### src/rtl/hazard_unit_sb.sv
// Scoreboarded hazard unit: mem/wrt forwarding, load-use stall, long-op RAW/WAW and capacity stalls, branch flush.
// Optional perf counters are built when the macro HAZARD_PERF_EN is defined.
module hazard_unit_sb #(
    parameter int REG_ADDR_W      = 5,
    parameter int NUM_REGS        = 32,
    parameter int MAX_OUTSTANDING = 4,
    parameter int CNT_W           = 32
) (
    input  logic                                   iclk,
    input  logic                                   irst_n,
    input  logic [REG_ADDR_W-1:0]                  irs1_decod,
    input  logic [REG_ADDR_W-1:0]                  irs2_decod,
    input  logic [REG_ADDR_W-1:0]                  ird_decod,
    input  logic                                   ilong_decod,
    input  logic [REG_ADDR_W-1:0]                  irs1_exect,
    input  logic [REG_ADDR_W-1:0]                  irs2_exect,
    input  logic [REG_ADDR_W-1:0]                  ird_exect,
    input  logic                                   ipc_src_exect,
    input  logic                                   iresult_src_b0_exect,
    input  logic                                   ilong_exect,
    input  logic [REG_ADDR_W-1:0]                  ird_mem,
    input  logic [REG_ADDR_W-1:0]                  ird_wrt,
    input  logic                                   ireg_wr_mem,
    input  logic                                   ireg_wr_wrt,
    input  logic                                   iwb_long_valid,
    input  logic [REG_ADDR_W-1:0]                  iwb_long_rd,
    output logic [1:0]                             oforward_ae,
    output logic [1:0]                             oforward_be,
    output logic                                   ostall_fetch,
    output logic                                   ostall_decod,
    output logic                                   oflush_decod,
    output logic                                   oflush_exect,
    output logic                                   obusy,
    output logic [$clog2(MAX_OUTSTANDING+1)-1:0]   ooutstanding
`ifdef HAZARD_PERF_EN
    ,
    output logic [CNT_W-1:0]                       operf_stall_cycles,
    output logic [CNT_W-1:0]                       operf_flush_cycles,
    output logic [CNT_W-1:0]                       operf_sb_stall_cycles
`endif
);

    localparam int               OUT_W   = $clog2(MAX_OUTSTANDING + 1);
    localparam logic [OUT_W-1:0] MAX_CNT = OUT_W'(MAX_OUTSTANDING);

    logic [NUM_REGS-1:0] pending_q, pending_d;
    logic [OUT_W-1:0]    count_q, count_d;
    logic                set, clr;
    logic                exect_src_match;
    logic                wlu, wsb, wcap, wle, wstall;

    function automatic logic [1:0] fwd_sel(
        input logic [REG_ADDR_W-1:0] rs,
        input logic [REG_ADDR_W-1:0] rd_mem,
        input logic                  wr_mem,
        input logic [REG_ADDR_W-1:0] rd_wrt,
        input logic                  wr_wrt
    );
        if ((rs != '0) && wr_mem && (rs == rd_mem)) return 2'b10;
        if ((rs != '0) && wr_wrt && (rs == rd_wrt)) return 2'b01;
        return 2'b00;
    endfunction

    function automatic logic reg_pending(
        input logic [NUM_REGS-1:0]   vec,
        input logic [REG_ADDR_W-1:0] r
    );
        return (r != '0) && (int'(r) < NUM_REGS) && vec[r];
    endfunction

    assign oforward_ae = fwd_sel(irs1_exect, ird_mem, ireg_wr_mem, ird_wrt, ireg_wr_wrt);
    assign oforward_be = fwd_sel(irs2_exect, ird_mem, ireg_wr_mem, ird_wrt, ireg_wr_wrt);

    assign set = ilong_exect && (ird_exect != '0) && (int'(ird_exect) < NUM_REGS);
    assign clr = iwb_long_valid && (iwb_long_rd != '0) && (int'(iwb_long_rd) < NUM_REGS);

    // NOTE: every variable written here gets a default first, otherwise the
    // untaken branches would infer latches.
    always_comb begin
        pending_d = pending_q;
        count_d   = count_q;
        if (clr) pending_d[iwb_long_rd] = 1'b0;
        // Set after clear so a same-cycle reissue to the same register keeps it pending.
        if (set) pending_d[ird_exect] = 1'b1;
        if (set && !clr && (count_q != MAX_CNT))
            count_d = count_q + 1'b1;
        else if (clr && !set && (count_q != '0))
            count_d = count_q - 1'b1;
    end

    assign exect_src_match = (ird_exect != '0) &&
                             ((irs1_decod == ird_exect) || (irs2_decod == ird_exect));

    assign wlu  = iresult_src_b0_exect && exect_src_match;
    assign wsb  = reg_pending(pending_q, irs1_decod) ||
                  reg_pending(pending_q, irs2_decod) ||
                  reg_pending(pending_q, ird_decod);
    // Capacity looks at the next-state count so a completion this cycle frees a slot.
    assign wcap = ilong_decod && (count_d == MAX_CNT);
    // Pending is only set at the edge, so an issuing op in execute must be checked directly.
    assign wle  = ilong_exect && exect_src_match;
    assign wstall = wlu || wsb || wcap || wle;

    assign ostall_fetch = wstall && !ipc_src_exect;
    assign ostall_decod = wstall && !ipc_src_exect;
    assign oflush_decod = ipc_src_exect;
    assign oflush_exect = wstall || ipc_src_exect;

    assign obusy        = |pending_q;
    assign ooutstanding = count_q;

    // NOTE: the pending vector is ordinary flops, not a RAM, so it is reset
    // together with the count; obusy must read clean straight out of reset.
    always_ff @(posedge iclk or negedge irst_n) begin
        if (!irst_n) begin
            pending_q <= '0;
            count_q   <= '0;
        end else begin
            // NOTE: non-blocking assignments so all state updates see pre-edge values.
            pending_q <= pending_d;
            count_q   <= count_d;
        end
    end

`ifdef HAZARD_PERF_EN
    logic [CNT_W-1:0] perf_stall_q, perf_flush_q, perf_sb_q;

    always_ff @(posedge iclk or negedge irst_n) begin
        if (!irst_n) begin
            perf_stall_q <= '0;
            perf_flush_q <= '0;
            perf_sb_q    <= '0;
        end else begin
            if (ostall_decod && (perf_stall_q != '1)) perf_stall_q <= perf_stall_q + 1'b1;
            if (oflush_decod && (perf_flush_q != '1)) perf_flush_q <= perf_flush_q + 1'b1;
            if ((wsb || wcap) && (perf_sb_q != '1))   perf_sb_q    <= perf_sb_q + 1'b1;
        end
    end

    assign operf_stall_cycles    = perf_stall_q;
    assign operf_flush_cycles    = perf_flush_q;
    assign operf_sb_stall_cycles = perf_sb_q;
`endif

    a_cfg: assert property (@(posedge iclk)
        (MAX_OUTSTANDING >= 1) && (MAX_OUTSTANDING < NUM_REGS) && (CNT_W >= 1));

    a_clr_pending: assert property (@(posedge iclk) disable iff (!irst_n)
        clr |-> reg_pending(pending_q, iwb_long_rd));

    a_set_capacity: assert property (@(posedge iclk) disable iff (!irst_n)
        (set && !clr) |-> (count_q != MAX_CNT));

endmodule

### config.mk
export PLATFORM = sky130hd
export DESIGN_NAME = hazard_unit_sb
export DESIGN_NICKNAME = d
export VERILOG_FILES = /design/src/rtl/hazard_unit_sb.sv
export SDC_FILE = /design/constraint.sdc
export NUM_CORES = 1
export LEC_CHECK = 0
export ABC_AREA = 1
export BUFFER_PORTS_ARGS = -buffer_cell sky130_fd_sc_hd__buf_2
export CORE_MARGIN = 4
export CORE_UTILIZATION = 55
export CTS_CLUSTER_DIAMETER = 60
export DETAILED_ROUTE_END_ITERATION = 8
export HOLD_SLACK_MARGIN = 0.15
export PLACE_DENSITY = 0.79
export SYNTH_ARGS = -nofsm -noshare
export SYNTH_HDL_FRONTEND = slang
export SYNTH_SLANG_ARGS = --single-unit
### constraint.sdc
create_clock -name iclk -period 3.1 [get_ports iclk]
set_clock_uncertainty 0.15 [all_clocks]
set_input_delay 0.155 -clock iclk [delete_from_list [all_inputs] [get_ports iclk]]
set_output_delay 0.155 -clock iclk [all_outputs]
set_load 0.02 [all_outputs]
==> key figures <==
Pwr
  – Power per cell area: 477 mW/mm^2
  – Pwr Total: between 1.5 and 2 mW
  – Leakage: 2.06 nW
  – Maximum vdd drop: 0.474 mV

Critical path
  – Critical path endpoint category: primary output
  – CP max FO: 8
  – Most common cell on crit path: nor2_2
  – Worst endpoint required time: about 2800 ps
  – WP depth: 16
  – Startpoint types: input port
  – Worst setup path start: iwb_long_rd[2]
  – Critical R2R Capture: ooutstanding[2]
  – Bufs and invs on worst path: 4
  – Ordered cell list for the critical path: dlygate4sd3_1, buf_2, inv_1, nand3_2, nand2_4, nor2_4, nand2_2, nand2_1, nand2_1, nand2_2, nor2_2, nand2_1, nor2_2, nor2_2, nor2_2, buf_2
  – R2R cell count: 10
  – Slowest cell on crit path: dlygate4sd3_1
  – CP Class: in2out
  – Slowest stage delay, CP: 530 ps
  – Critical path arrival: approximately 2200 ps
  – Reg-to-reg startpoint: ooutstanding[0]
  – Delay-heaviest family, CP: simple AND/OR/NAND/NOR gates
  – R2R Setup Slk: 1490 ps

Worst hold path
  – Hold path startpoint: iwb_long_rd[3]
  – Hold depth: 4
  – Hold Path End: pending_q[11]
  – Min-delay worst type: in2reg

STA
  – Fin Setup TNS: 0 ps
  – Final hold violations: 0
  – Slew Limit Headroom: 48.2%
  – Crit path time final: 2480 ps
  – Setup repair after global routing missed its margin: no
  – Fmax: 403 MHz
  – Setup violators final: 0
  – Period utilization: 80.1%
  – Slew @ Worst Pin: 777 ps
  – Max-slew violation count: 0

Logic synthesis
  – Post-Syn Instances: 559
  – Most instantiated library cell after synthesis: nand2_1
  – Synth area leader: dfrtp_1
  – Share of the synthesized area in the top cell type: 25.4%
  – Synth unique cells: 37
  – Synth async-reset ratio: 100%
  – Seq/Total Area, Yosys: 25.4%
  – Number of flops mapped to enable cells by yosys: 0
  – Ys Warns: 0
  – Synth top cells by count: nand2_1, nand3_1, inv_1
  – Area contributors post-synth: dfrtp_1, nand2_1, nand3_1, o21ai_0, inv_1
  – Syn avg cell area: 6.17 um^2
  – Post-Synthesis Cell Area: 0.00345 mm^2
  – Synth Register Bits: 35
  – Primary FF master, synth: dfrtp_1
  – Synthesized Nets: 616

Clocking
  – CTS Sinks: 35
  – PostCTS Resize Cnt: 0
  – Clock slew at reported path FFs: about 70 ps
  – Maximum buffer depth of the clock tree: 2
  – CTS root buf: clkbuf_8
  – CTS Buf Count: 5
  – Clk_lat worst skew: around 290 ps
  – CTS H-tree lvls: 2
  – CTS tree: done

Detailed routing
  – Routed Antenna Nets: 0
  – WL/cell: around 16 um
  – DRT iter0 DRCs: 427
  – Final WL: 11100 um
  – Detailed Routing Iterations Pass 1: 6
  – Vias: 4052
  – Vias per inst: 5.79
  – DRC viols: 0

Cells and area
  – Fin area: between 0.003 and 0.004 mm^2
  – Util after Layout: 65.4%
  – Nets: 681
  – ANT cells: 0
  – Layout cell share with drive strength beyond 1: roughly 16%
  – Layout area overhead: 13.5%
  – FILL cells: 579

Place
  – Routability cong.: about 0.96
  – Placed Area: 0.00371 mm^2
  – DP HPWL: 8380 um
  – PortBufs: 65

Status
  – Status: finished clean

GRT
  – First-pass GRT wire length: 18200 um
  – Gr usage total: between 30% and 40%
  – Vias in the first global route: 3798
  – Overall overflow remaining after global route: 0
  – Largest net degree at the start of global routing: 36
  – Initial antenna violation count: 0

Die
  – DIE AREA: around 0.0076 mm^2
  – Die span in y: ~87 um
  – Die extent in x: 87.2 um
  – Area of the core: 0.00599 mm^2
  – I/O pins: 66
  – Row count: 28
  – Starting Density: between 50% and 60%

Job
  – Max-cap violations: 0
how the worst max path moves through the flow:
stage	endpoint	slack, ps
3_5_place_dp	ostall_decod	950
3_3_place_gp	ostall_decod	1010
2_1_floorplan	oforward_be[0]	840
6_report	ostall_decod	620
4_1_cts	ostall_decod	630
5_1_grt	ostall_decod	420
state kept, by name, indices dropped and copies added, names as in the netlist:
name          flops
ooutstanding      3
pending_q        32
per-stage QoR:
step,setup slack [ps],hold slack (ps),instances
final,617,167,700
after global placement,1010,119,680
after floorplan,835,-291,559
after detailed placement,950,123,680
after global routing,423,216,700
after CTS,633,152,700
routing by layer:
layer	vias to the layer above	routed length, um	track usage, %
li1	1945	-	-
met1	1854	4480	40.7
met2	222	5280	50.0
met3	31	1030	3.69
met4	0	316	12.0
met5	-	0	0
power breakdown:
| group | switching (mW) | total, mW | leakage (nW) | internal [mW] |
|---|---|---|---|---|
| clock network | 0.168 | 0.324 | 0.0412 | 0.157 |
| logic | 0.583 | 0.874 | 1.59 | 0.291 |
| registers | 0.0984 | 0.670 | 0.427 | 0.572 |
area by class of cell:
type / instances / area [um^2] / share of cell area [%]
clock buffer: 6 / 72.6 / 1.85
clock inverter: 2 / 12.5 / 0.320
multi-input combinational: 422 / 2100 / 53.6
inverter: 83 / 317 / 8.09
sequential: 35 / 876 / 22.4
tap: 75 / 93.8 / 2.40
timing repair buffer: 77 / 445 / 11.4
placed cells by master (no fill, tap or decap), drive strengths merged, types with 2 or more instances in the layout:
| master | instances |
|---|---|
| inv | 81 |
| nor4 | 5 |
| a211oi | 2 |
| buf | 65 |
| o211ai | 5 |
| dlygate4sd3 | 12 |
| o2111ai | 4 |
| a21oi | 6 |
| nand2 | 179 |
| xnor2 | 8 |
| nor3 | 6 |
| nand3 | 80 |
| nor2 | 33 |
| clkinv | 3 |
| o22ai | 3 |
| dfrtp | 35 |
| clkbuf | 6 |
| nand4 | 9 |
| ha | 3 |
| xor2 | 12 |
| o21ai | 62 |
tightest hold or removal path, stage by stage:
cell and delay, ps:
buf_2 140, nand3_1 140, o21ai_0 80, o21ai_0 60
timing repair:
item,in CTS,in global routing
hold buffers,12,0
setup endpoints to repair,0,0
buffers inserted,0,0
endpoints found under the hold margin,46,0
kinds of logic (layout without fill, tap and decap cells):
kind of cell / count (synthesis) / count (layout) / synth area share (%)
AND/OR/NAND/NOR: 314 / 314 / 41.0
buffers and inverters: 102 / 168 / 13.8
AO/OA/AOI/OAI: 85 / 85 / 13.6
flip-flops: 35 / 35 / 25.4
XOR/XNOR: 20 / 20 / 5.08
adder cells (fa/ha/maj): 3 / 3 / 1.09
Note: power is estimated with default switching activity, not from simulation.
